### config.mk
export PLATFORM = sky130hd
export DESIGN_NAME = lab_quantize_stage
export DESIGN_NICKNAME = d
export VERILOG_FILES = /design/src/rtl/lab_quantize_stage.sv
export SDC_FILE = /design/constraint.sdc
export NUM_CORES = 1
export LEC_CHECK = 0
export BUFFER_PORTS_ARGS = -buffer_cell sky130_fd_sc_hd__buf_2
export CORE_ASPECT_RATIO = 2
export CORE_MARGIN = 2
export CORE_UTILIZATION = 49
export DETAILED_ROUTE_END_ITERATION = 7
export PLACE_DENSITY = 0.76
export SYNTH_ARGS = -nofsm -noshare
export SYNTH_HDL_FRONTEND = slang
export SYNTH_SLANG_ARGS = --single-unit
### constraint.sdc
create_clock -name clk -period 2.05 [get_ports clk]
set_clock_uncertainty 0.05 [all_clocks]
set_input_delay 0.1025 -clock clk [delete_from_list [all_inputs] [get_ports clk]]
set_output_delay 0.1025 -clock clk [all_outputs]
set_load 0.005 [all_outputs]
### src/rtl/lab_quantize_stage.sv
`default_nettype none
// +----------------------------------------------------------------------------+
// | lab_quantize_stage                                                         |
// | Rounds Q8.23 L/a*/b* to integers, clamps to CIELAB range, emits 8-bit      |
// | channels (3-cycle pipeline) and reports per-frame clipped-pixel counts.    |
// | Revision: 1.0                                                              |
// +----------------------------------------------------------------------------+
module lab_quantize_stage #(
    parameter int FRAME_PIXELS = 1552256,
    parameter int CNT_W        = 21
) (
    input  logic             clk,
    input  logic             rst_n,
    input  logic             in_valid,
    input  logic             in_sof,
    input  logic [31:0]      L_data,
    input  logic [31:0]      A_data,
    input  logic [31:0]      B_data,
    output logic             out_valid,
    output logic             out_sof,
    output logic [7:0]       L_q,
    output logic [7:0]       A_q,
    output logic [7:0]       B_q,
    output logic             out_clip,
    output logic             frame_done,
    output logic [CNT_W-1:0] clip_count,
    output logic             frame_err
);

    localparam logic [CNT_W-1:0] LAST_IDX  = CNT_W'(FRAME_PIXELS - 1);
    localparam logic signed [9:0] L_MAX    = 10'sd100;
    localparam logic signed [9:0] AB_MIN   = -10'sd128;
    localparam logic signed [9:0] AB_MAX   = 10'sd127;
    localparam logic [32:0]       HALF_LSB = 33'd4194304;

    // Half-up rounding: the 33-bit sum keeps 0x7FFFFFFF + 0.5 from wrapping.
    function automatic logic signed [9:0] round_q823(input logic [31:0] x);
        logic [32:0] sum;
        sum = {x[31], x} + HALF_LSB;
        return sum[32:23];
    endfunction

    // Returns {clip, value}.
    function automatic logic [8:0] clamp_l(input logic signed [9:0] v);
        if (v < 10'sd0)
            return {1'b1, 8'd0};
        else if (v > L_MAX)
            return {1'b1, 8'd100};
        else
            return {1'b0, v[7:0]};
    endfunction

    function automatic logic [8:0] clamp_ab(input logic signed [9:0] v);
        if (v < AB_MIN)
            return {1'b1, 8'h80};
        else if (v > AB_MAX)
            return {1'b1, 8'h7F};
        else
            return {1'b0, v[7:0]};
    endfunction

    logic              s1_valid_q, s1_valid_d, s1_sof_q, s1_sof_d;
    logic signed [9:0] s1_l_q, s1_l_d, s1_a_q, s1_a_d, s1_b_q, s1_b_d;
    logic              s2_valid_q, s2_valid_d, s2_sof_q, s2_sof_d, s2_clip_q, s2_clip_d;
    logic [7:0]        s2_l_q, s2_l_d, s2_a_q, s2_a_d, s2_b_q, s2_b_d;
    logic              s3_valid_q, s3_valid_d, s3_sof_q, s3_sof_d, s3_clip_q, s3_clip_d;
    logic [7:0]        s3_l_q, s3_l_d, s3_a_q, s3_a_d, s3_b_q, s3_b_d;
    logic [CNT_W-1:0]  pix_cnt_q, pix_cnt_d, clip_run_q, clip_run_d;
    logic [CNT_W-1:0]  clip_count_q, clip_count_d;
    logic              frame_done_q, frame_done_d, frame_err_q, frame_err_d;
    logic [8:0]        l_clamped, a_clamped, b_clamped;
    logic [CNT_W-1:0]  clip_inc;

    always_comb begin
        // Stage 1: rounding; channel data only moves with a valid pixel
        s1_valid_d = in_valid;
        s1_sof_d   = in_valid & in_sof;
        s1_l_d     = in_valid ? round_q823(L_data) : s1_l_q;
        s1_a_d     = in_valid ? round_q823(A_data) : s1_a_q;
        s1_b_d     = in_valid ? round_q823(B_data) : s1_b_q;

        // Stage 2: clamp
        l_clamped  = clamp_l(s1_l_q);
        a_clamped  = clamp_ab(s1_a_q);
        b_clamped  = clamp_ab(s1_b_q);
        s2_valid_d = s1_valid_q;
        s2_sof_d   = s1_sof_q;
        s2_l_d     = s1_valid_q ? l_clamped[7:0] : s2_l_q;
        s2_a_d     = s1_valid_q ? a_clamped[7:0] : s2_a_q;
        s2_b_d     = s1_valid_q ? b_clamped[7:0] : s2_b_q;
        s2_clip_d  = s1_valid_q ? (l_clamped[8] | a_clamped[8] | b_clamped[8]) : s2_clip_q;

        // Stage 3: output register
        s3_valid_d = s2_valid_q;
        s3_sof_d   = s2_sof_q;
        s3_l_d     = s2_valid_q ? s2_l_q    : s3_l_q;
        s3_a_d     = s2_valid_q ? s2_a_q    : s3_a_q;
        s3_b_d     = s2_valid_q ? s2_b_q    : s3_b_q;
        s3_clip_d  = s2_valid_q ? s2_clip_q : s3_clip_q;
    end

    // Frame accounting; pix_cnt_q == 0 means no frame is open
    always_comb begin
        pix_cnt_d    = pix_cnt_q;
        clip_run_d   = clip_run_q;
        clip_count_d = clip_count_q;
        frame_done_d = 1'b0;
        frame_err_d  = 1'b0;
        clip_inc     = {{(CNT_W-1){1'b0}}, s3_clip_q};
        if (s3_valid_q) begin
            if (s3_sof_q) begin
                frame_err_d = (pix_cnt_q != '0);
                pix_cnt_d   = {{(CNT_W-1){1'b0}}, 1'b1};
                clip_run_d  = clip_inc;
            end else if (pix_cnt_q != '0) begin
                if (pix_cnt_q == LAST_IDX) begin
                    frame_done_d = 1'b1;
                    clip_count_d = clip_run_q + clip_inc;
                    pix_cnt_d    = '0;
                    clip_run_d   = '0;
                end else begin
                    pix_cnt_d  = pix_cnt_q + 1'b1;
                    clip_run_d = clip_run_q + clip_inc;
                end
            end
        end
    end

    always_ff @(posedge clk) begin
        if (!rst_n) begin
            s1_valid_q   <= 1'b0;
            s1_sof_q     <= 1'b0;
            s1_l_q       <= '0;
            s1_a_q       <= '0;
            s1_b_q       <= '0;
            s2_valid_q   <= 1'b0;
            s2_sof_q     <= 1'b0;
            s2_clip_q    <= 1'b0;
            s2_l_q       <= '0;
            s2_a_q       <= '0;
            s2_b_q       <= '0;
            s3_valid_q   <= 1'b0;
            s3_sof_q     <= 1'b0;
            s3_clip_q    <= 1'b0;
            s3_l_q       <= '0;
            s3_a_q       <= '0;
            s3_b_q       <= '0;
            pix_cnt_q    <= '0;
            clip_run_q   <= '0;
            clip_count_q <= '0;
            frame_done_q <= 1'b0;
            frame_err_q  <= 1'b0;
        end else begin
            s1_valid_q   <= s1_valid_d;
            s1_sof_q     <= s1_sof_d;
            s1_l_q       <= s1_l_d;
            s1_a_q       <= s1_a_d;
            s1_b_q       <= s1_b_d;
            s2_valid_q   <= s2_valid_d;
            s2_sof_q     <= s2_sof_d;
            s2_clip_q    <= s2_clip_d;
            s2_l_q       <= s2_l_d;
            s2_a_q       <= s2_a_d;
            s2_b_q       <= s2_b_d;
            s3_valid_q   <= s3_valid_d;
            s3_sof_q     <= s3_sof_d;
            s3_clip_q    <= s3_clip_d;
            s3_l_q       <= s3_l_d;
            s3_a_q       <= s3_a_d;
            s3_b_q       <= s3_b_d;
            pix_cnt_q    <= pix_cnt_d;
            clip_run_q   <= clip_run_d;
            clip_count_q <= clip_count_d;
            frame_done_q <= frame_done_d;
            frame_err_q  <= frame_err_d;
        end
    end

    assign out_valid  = s3_valid_q;
    assign out_sof    = s3_sof_q;
    assign L_q        = s3_l_q;
    assign A_q        = s3_a_q;
    assign B_q        = s3_b_q;
    assign out_clip   = s3_clip_q;
    assign frame_done = frame_done_q;
    assign clip_count = clip_count_q;
    assign frame_err  = frame_err_q;

endmodule
`default_nettype wire

==> out/results.txt, run 1 <==
critical path fanouts, max -> 24
Area growth, synth to finish -> 29.75%
average footprint of a synthesized cell -> 8.550 um2
Max Slew Vio Count -> 0
Max Cap Viol -> 0
CTS Buf Count -> 17
failing checks -> design-rule violations, negative setup slack
FF-to-FF path depth -> 8
drc violations -> 7
register area -> 3030 um2
Synth Instances -> 767
Finish-stage setup viols -> 1
Max H-tree Level -> 4
GRT Total Usage -> 0.2456
grt ovf -> 0
Hold Crit Class -> in -> reg
# diodes -> 0
Site Rows -> 59
critical path arrival -> 2.37 ns
total power draw -> 0.006737 W
CTS tree -> built
Area contributors post-synth -> dfxtp_1, nor2_1, mux2i_1
TritonRoute pass-1 iters -> 7
Post-synth top flop -> dfxtp_1
multi-input logic area -> 3436 um2
clk sinks -> 151
slack of the critical path -> -0.05858 ns
global-route wire length before repair -> 28.12 mm
Post-Route WL -> 17.48 mm
power per cell area -> 791.9 nW/um2
share of cells above drive strength 1 -> 0.2343
#FFs+latches synth -> 151
Yosys cell types -> 57
port bufs -> 83
largest net degree at the start of global routing -> 56
EDFF count, synth -> 0
leakage power -> 3.351 nW
worst hold path depth -> 4
post-DR wirelength/cell -> 16.21 um
vias in the first global route -> 6027
Final period util -> 1.029
Initial Utilization -> 0.5019
Slew @ Worst Pin -> 0.6304 ns
Fillers -> 1080
initial antenna violation count -> 0
startpoint types -> flip-flop
GPL Wtd Cong -> 0.9622
Yosys top cell area share -> 0.4610
min Tclk post-route -> 2.109 ns
Die W -> 85.80 um
Placed Instances -> 1020
Max VDD drop -> 0.0005131 V
nets@finish -> 1020
Clk Tree Root Cell -> clkbuf_16
Iteration-0 DRC Markers -> 257
Synth Cell Area -> 6558 um2
synth warn -> 0
via/cell ratio -> 5.628
Clock Latency Late Sink -> 0.43 ns
RSZ-0062 raised after global routing -> yes
die area -> 14380 um2
Die Ht -> 167.6 um
IO Pins -> 150
crit end category -> flip-flop
Max Freq -> 0.4743 GHz
HPWL after DPL -> 12.00 mm
Slew headroom -> 0.5797
CTS clock-pin slew for the worst setup and hold paths -> 0.06 ns
post-route insts no fill -> 1078
kind of critical path -> reg -> reg
Antenna Nets Post-Route -> 0
outcome -> finished with violations
Required @ worst endpoint -> 2.31 ns
area leader, netlist -> dfxtp_1
Via Count -> 6067
Hold Fails Final Rpt -> 0
CTS max path bufs -> 2
Synth async-reset ratio -> 0
Synth Net Count -> 874
register area share after synthesis -> 0.4610
area of the core -> 13070 um2
==> path summary, 6_finish.rpt <==
kind,start,to,slack [ns]
max,pix_cnt_q[12],clip_count[14],-0.06
min,A_data[23],s1_a_q[0],0.01
max reg2reg,pix_cnt_q[12],clip_count[14],-0.06
min reg2reg,s1_sof_q,s2_sof_q,0.40
==> state kept, by name, indices dropped and copies added, names as in the netlist, 8 cells and up <==
signal	count
B_q	8
clip_count	21
pix_cnt_q	21
s2_a_q	8
s1_a_q	10
clip_run_q	21
s1_b_q	10
s2_b_q	8
L_q	8
A_q	8
s1_l_q	10
s2_l_q	8
==> what timing repair did <==
action                     in CTS  in global routing
hold buffers                   21                  0
cloned                          1                  0
hold endpoints to repair       21                  0
pin swaps                       1                  6
resized for setup               8                 29
setup endpoints to repair      31                 40
buffers inserted                1                  3
==> cell usage after synthesis (3+ instances only) <==
master	count
a211oi_1	28
a21o_1	4
a21oi_1	54
a22o_1	5
a31oi_1	5
and2_1	6
and3_1	16
and4_1	4
buf_2	7
clkbuf_1	30
dfxtp_1	151
ha_1	7
inv_1	10
mux2i_1	30
nand2_1	80
nand2b_1	4
nand3_1	46
nand4_1	9
nor2_1	92
nor2b_1	3
nor3_1	14
nor4_1	8
o21ai_0	47
o21ai_1	16
o31ai_1	3
or3_1	14
xnor2_1	21
xor2_1	16
==> per-stage QoR <==
stage	hold WS (ns)	instance area (um2)	worst slack, ns	setup TNS, ns	utilization
final	0.009737	8508	-0.05858	-0.05858	0.6512
after global routing	0.01803	8508	-0.07914	-0.1492	0.6512
after CTS	0.0003696	8387	0.001486	0	0.6419
after detailed placement	0.3087	7510	-0.07788	-0.7118	0.5747
after global placement	0.2955	7510	-0.01689	-0.05831	0.5747
after floorplan	0.2050	6558	0.07115	0	-
==> placed cells by master (no fill, tap or decap), types with 16 or more instances in the layout <==
master / netlist / layout
xnor2_1: 21 / 21
a211oi_1: 28 / 27
xor2_1: 16 / 16
o21ai_0: 47 / 44
dfxtp_1: 151 / 147
nand2_1: 80 / 77
mux2i_1: 30 / 30
nand3_1: 46 / 45
clkbuf_16: 0 / 17
buf_4: 2 / 54
nor2_1: 92 / 92
buf_2: 7 / 83
a21oi_1: 54 / 54
o21ai_1: 16 / 19
dlygate4sd3_1: 0 / 21
==> cell type report <==
type                    count  share of cell area
clock inverters            14             0.02191
multi-input cells         565              0.4038
flip-flops and latches    151              0.3562
clock buffers              18             0.05044
repair buffers            167              0.1403
well taps                 152             0.02235
inverters                  11            0.005000
==> per-layer routing <==
metal | share of wire | up-vias | GRT usage
met5 | 0 | - | 0
met4 | 0.047 | 0 | 0.1422
met3 | 0.035 | 55 | 0.04189
met2 | 0.56 | 152 | 0.4630
met1 | 0.36 | 2839 | 0.2428
li1 | - | 3021 | -
==> power by group <==
part	leakage, nW	switching (W)	total [W]	internal [W]
registers	1.23	0.0000512	0.00306	0.00301
logic	1.83	0.000229	0.000410	0.000181
clock network	0.295	0.00132	0.00327	0.00195
==> logic make-up (layout without fill, tap and decap cells) <==
kind of cell,after synthesis,in the layout,share of synthesized area
adders and majority gates,7,7,0.01336
buffers and inverters,52,210,0.03453
xor gates and xnor gates,37,37,0.04942
muxes,31,31,0.04751
AOI/OAI and AO/OA,180,180,0.1673
and+or+nand+nor,309,310,0.2269
DFF,151,151,0.4610
==> critical path, stage by stage, from the launching register on <==
cell,delay (ns)
dfxtp_1,0.36
nor4_4,0.39
buf_4,0.20
buf_4,0.10
nand3_1,0.09
nor3_2,0.24
buf_12,0.20
nor2_1,0.07
nor3_1,0.30
Note: power is estimated with default switching activity, not from simulation.
==> run 2: changes to the inputs <==
--- a/config.mk
+++ b/config.mk
@@ -11,6 +11,7 @@
 export CORE_UTILIZATION = 49
 export DETAILED_ROUTE_END_ITERATION = 7
 export PLACE_DENSITY = 0.76
+export SKIP_LAST_GASP = 1
 export SYNTH_ARGS = -nofsm -noshare
 export SYNTH_HDL_FRONTEND = slang
 export SYNTH_SLANG_ARGS = --single-unit
==> run 2 against run 1 <==
  * The flow finishes with violations (design-rule violations)
  * Final cell count unchanged
  * Clock power is essentially flat
  * Critical path depth shrank 1
  * Die area did not move
  * Sequential share of layout area up 0.090 points
  * Via count decreased by 0.31%
  * Non-clock buffer count did not move
  * Wire length is 0.57% lower
  * Critical endpoint is now clip_run_q[20]
  * Highest routed layer unchanged
==> out/results.txt, run 2 (synthesis results as in run 1) <==
area of the core -> 13070 um2
Max Slew Vio Count -> 0
Crit Reg-Reg Endpoint -> clip_run_q[20]
Antenna Nets Post-Route -> 0
drc violations -> 7
Die W -> 85.80 um
share of cells above drive strength 1 -> 0.2300
startpoint types -> flip-flop
reg2reg setup slack -> 0.03 ns
Via Count -> 6048
outcome -> finished with violations
nets@finish -> 1020
Finish-stage setup viols -> 0
Fillers -> 1088
Max VDD drop -> 0.0005113 V
Initial Utilization -> 0.5019
GRT Total Usage -> 0.2456
multi-input logic area -> 3416 um2
port bufs -> 83
IO Pins -> 150
clk sinks -> 151
Site Rows -> 59
die area -> 14380 um2
Hold Fails Final Rpt -> 0
slack of the critical path -> 0.03422 ns
# diodes -> 0
grt ovf -> 0
initial antenna violation count -> 0
Slew headroom -> 0.5786
power per cell area -> 794.2 nW/um2
Max H-tree Level -> 4
critical path arrival -> 2.28 ns
critical path fanouts, max -> 5
CTS tree -> built
setup TNS -> 0 ns
most frequent cells in the layout -> dfxtp_1, nor2_1, buf_2, nand2_1, buf_4
via/cell ratio -> 5.610
total power draw -> 0.006738 W
Worst Setup SP -> pix_cnt_q[12]
Max Freq -> 0.4961 GHz
Hold WS -> 0.01162 ns
pre-CTS WS -> -0.07788 ns
post-DR wirelength/cell -> 16.12 um
Required @ worst endpoint -> 2.32 ns
Max Cap Viol -> 0
largest net degree at the start of global routing -> 56
vias in the first global route -> 6027
Clk Tree Root Cell -> clkbuf_16
leading cell type in the layout, fill and taps excluded -> dfxtp_1
Final period util -> 0.9833
TritonRoute pass-1 iters -> 6
global-route wire length before repair -> 28.12 mm
CTS max path bufs -> 2
register area -> 3029 um2
FF-to-FF path depth -> 7
GPL Wtd Cong -> 0.9622
FF-to-FF Start -> pix_cnt_q[12]
Iteration-0 DRC Markers -> 202
leakage power -> 3.334 nW
Critical Path Sink -> clip_run_q[20]
Area growth, synth to finish -> 29.36%
failing checks -> design-rule violations
RSZ-0062 raised after global routing -> yes
Clock Latency Late Sink -> 0.42 ns
Slew @ Worst Pin -> 0.6320 ns
Hold Crit Class -> in -> reg
Post-Route WL -> 17.38 mm
Die Ht -> 167.6 um
crit end category -> flip-flop
kind of critical path -> reg -> reg
HPWL after DPL -> 12.00 mm
CTS clock-pin slew for the worst setup and hold paths -> 0.06 ns
min Tclk post-route -> 2.016 ns
CTS Buf Count -> 17
## run 2: cell counts in the layout (fill, tap and decap cells not counted)
Identical to the previous run, type by type.
## run 2: critical path, cell delays in order (launching register included)
cell and delay, ns:
dfxtp_1 0.37, nor4_4 0.40, buf_4 0.19, nand3_1 0.13
o21ai_4 0.22, or2_4 0.23, o21ai_2 0.07, mux2_2 0.25
## run 2: worst min path at each step
| stage | start | to | cells after the start |
|---|---|---|---|
| after floorplan | rst_n | s1_sof_q | 1 |
| after global placement | in_sof | s1_sof_q | 2 |
| after detailed placement | in_sof | s1_sof_q | 2 |
| after CTS | A_data[25] | s1_a_q[2] | 3 |
| after global routing | A_data[25] | s1_a_q[2] | 3 |
| final | A_data[25] | s1_a_q[2] | 3 |
## run 2: routing by layer
layer | part of all wire | vias up | global-route usage
li1 | - | 3019 | -
met3 | 0.034 | 56 | 0.04189
met1 | 0.36 | 2833 | 0.2428
met4 | 0.049 | 0 | 0.1422
met2 | 0.55 | 140 | 0.4630
met5 | 0 | - | 0
## run 2: where the power goes
group | total [W] | internal, W | switching, W
combinational | 0.000409 | 0.000181 | 0.000228
clock | 0.00327 | 0.00195 | 0.00132
sequential | 0.00306 | 0.00301 | 0.0000513
total | 0.00674 | 0.00514 | 0.00160
## run 2: layout make-up
| class | count | share of cell area |
|---|---|---|
| multi-input combinational | 565 | 0.4027 |
| clock buffer | 18 | 0.05059 |
| tap | 152 | 0.02242 |
| timing repair buffer | 167 | 0.1403 |
| sequential | 151 | 0.3571 |
| inverter | 11 | 0.005015 |
| clock inverter | 14 | 0.02198 |
## run 2: timing repair
item                                   CTS  global route
pin swaps                                1             6
endpoints found under the hold margin   21             0
hold buffers                            21             0
setup buffers                            1             3
cloned                                   1             0
gates resized for setup                  8            23
setup endpoints to repair               31            40
## run 2: stage by stage
| stage | utilization | instance area [um2] | std cells |
|---|---|---|---|
| 2_1_floorplan | - | 6558 | 767 |
| 3_3_place_gp | 0.5747 | 7510 | 1020 |
| 3_5_place_dp | 0.5747 | 7510 | 1020 |
| 4_1_cts | 0.6419 | 8387 | 1075 |
| 5_1_grt | 0.6492 | 8483 | 1078 |
| 6_report | 0.6492 | 8483 | 1078 |
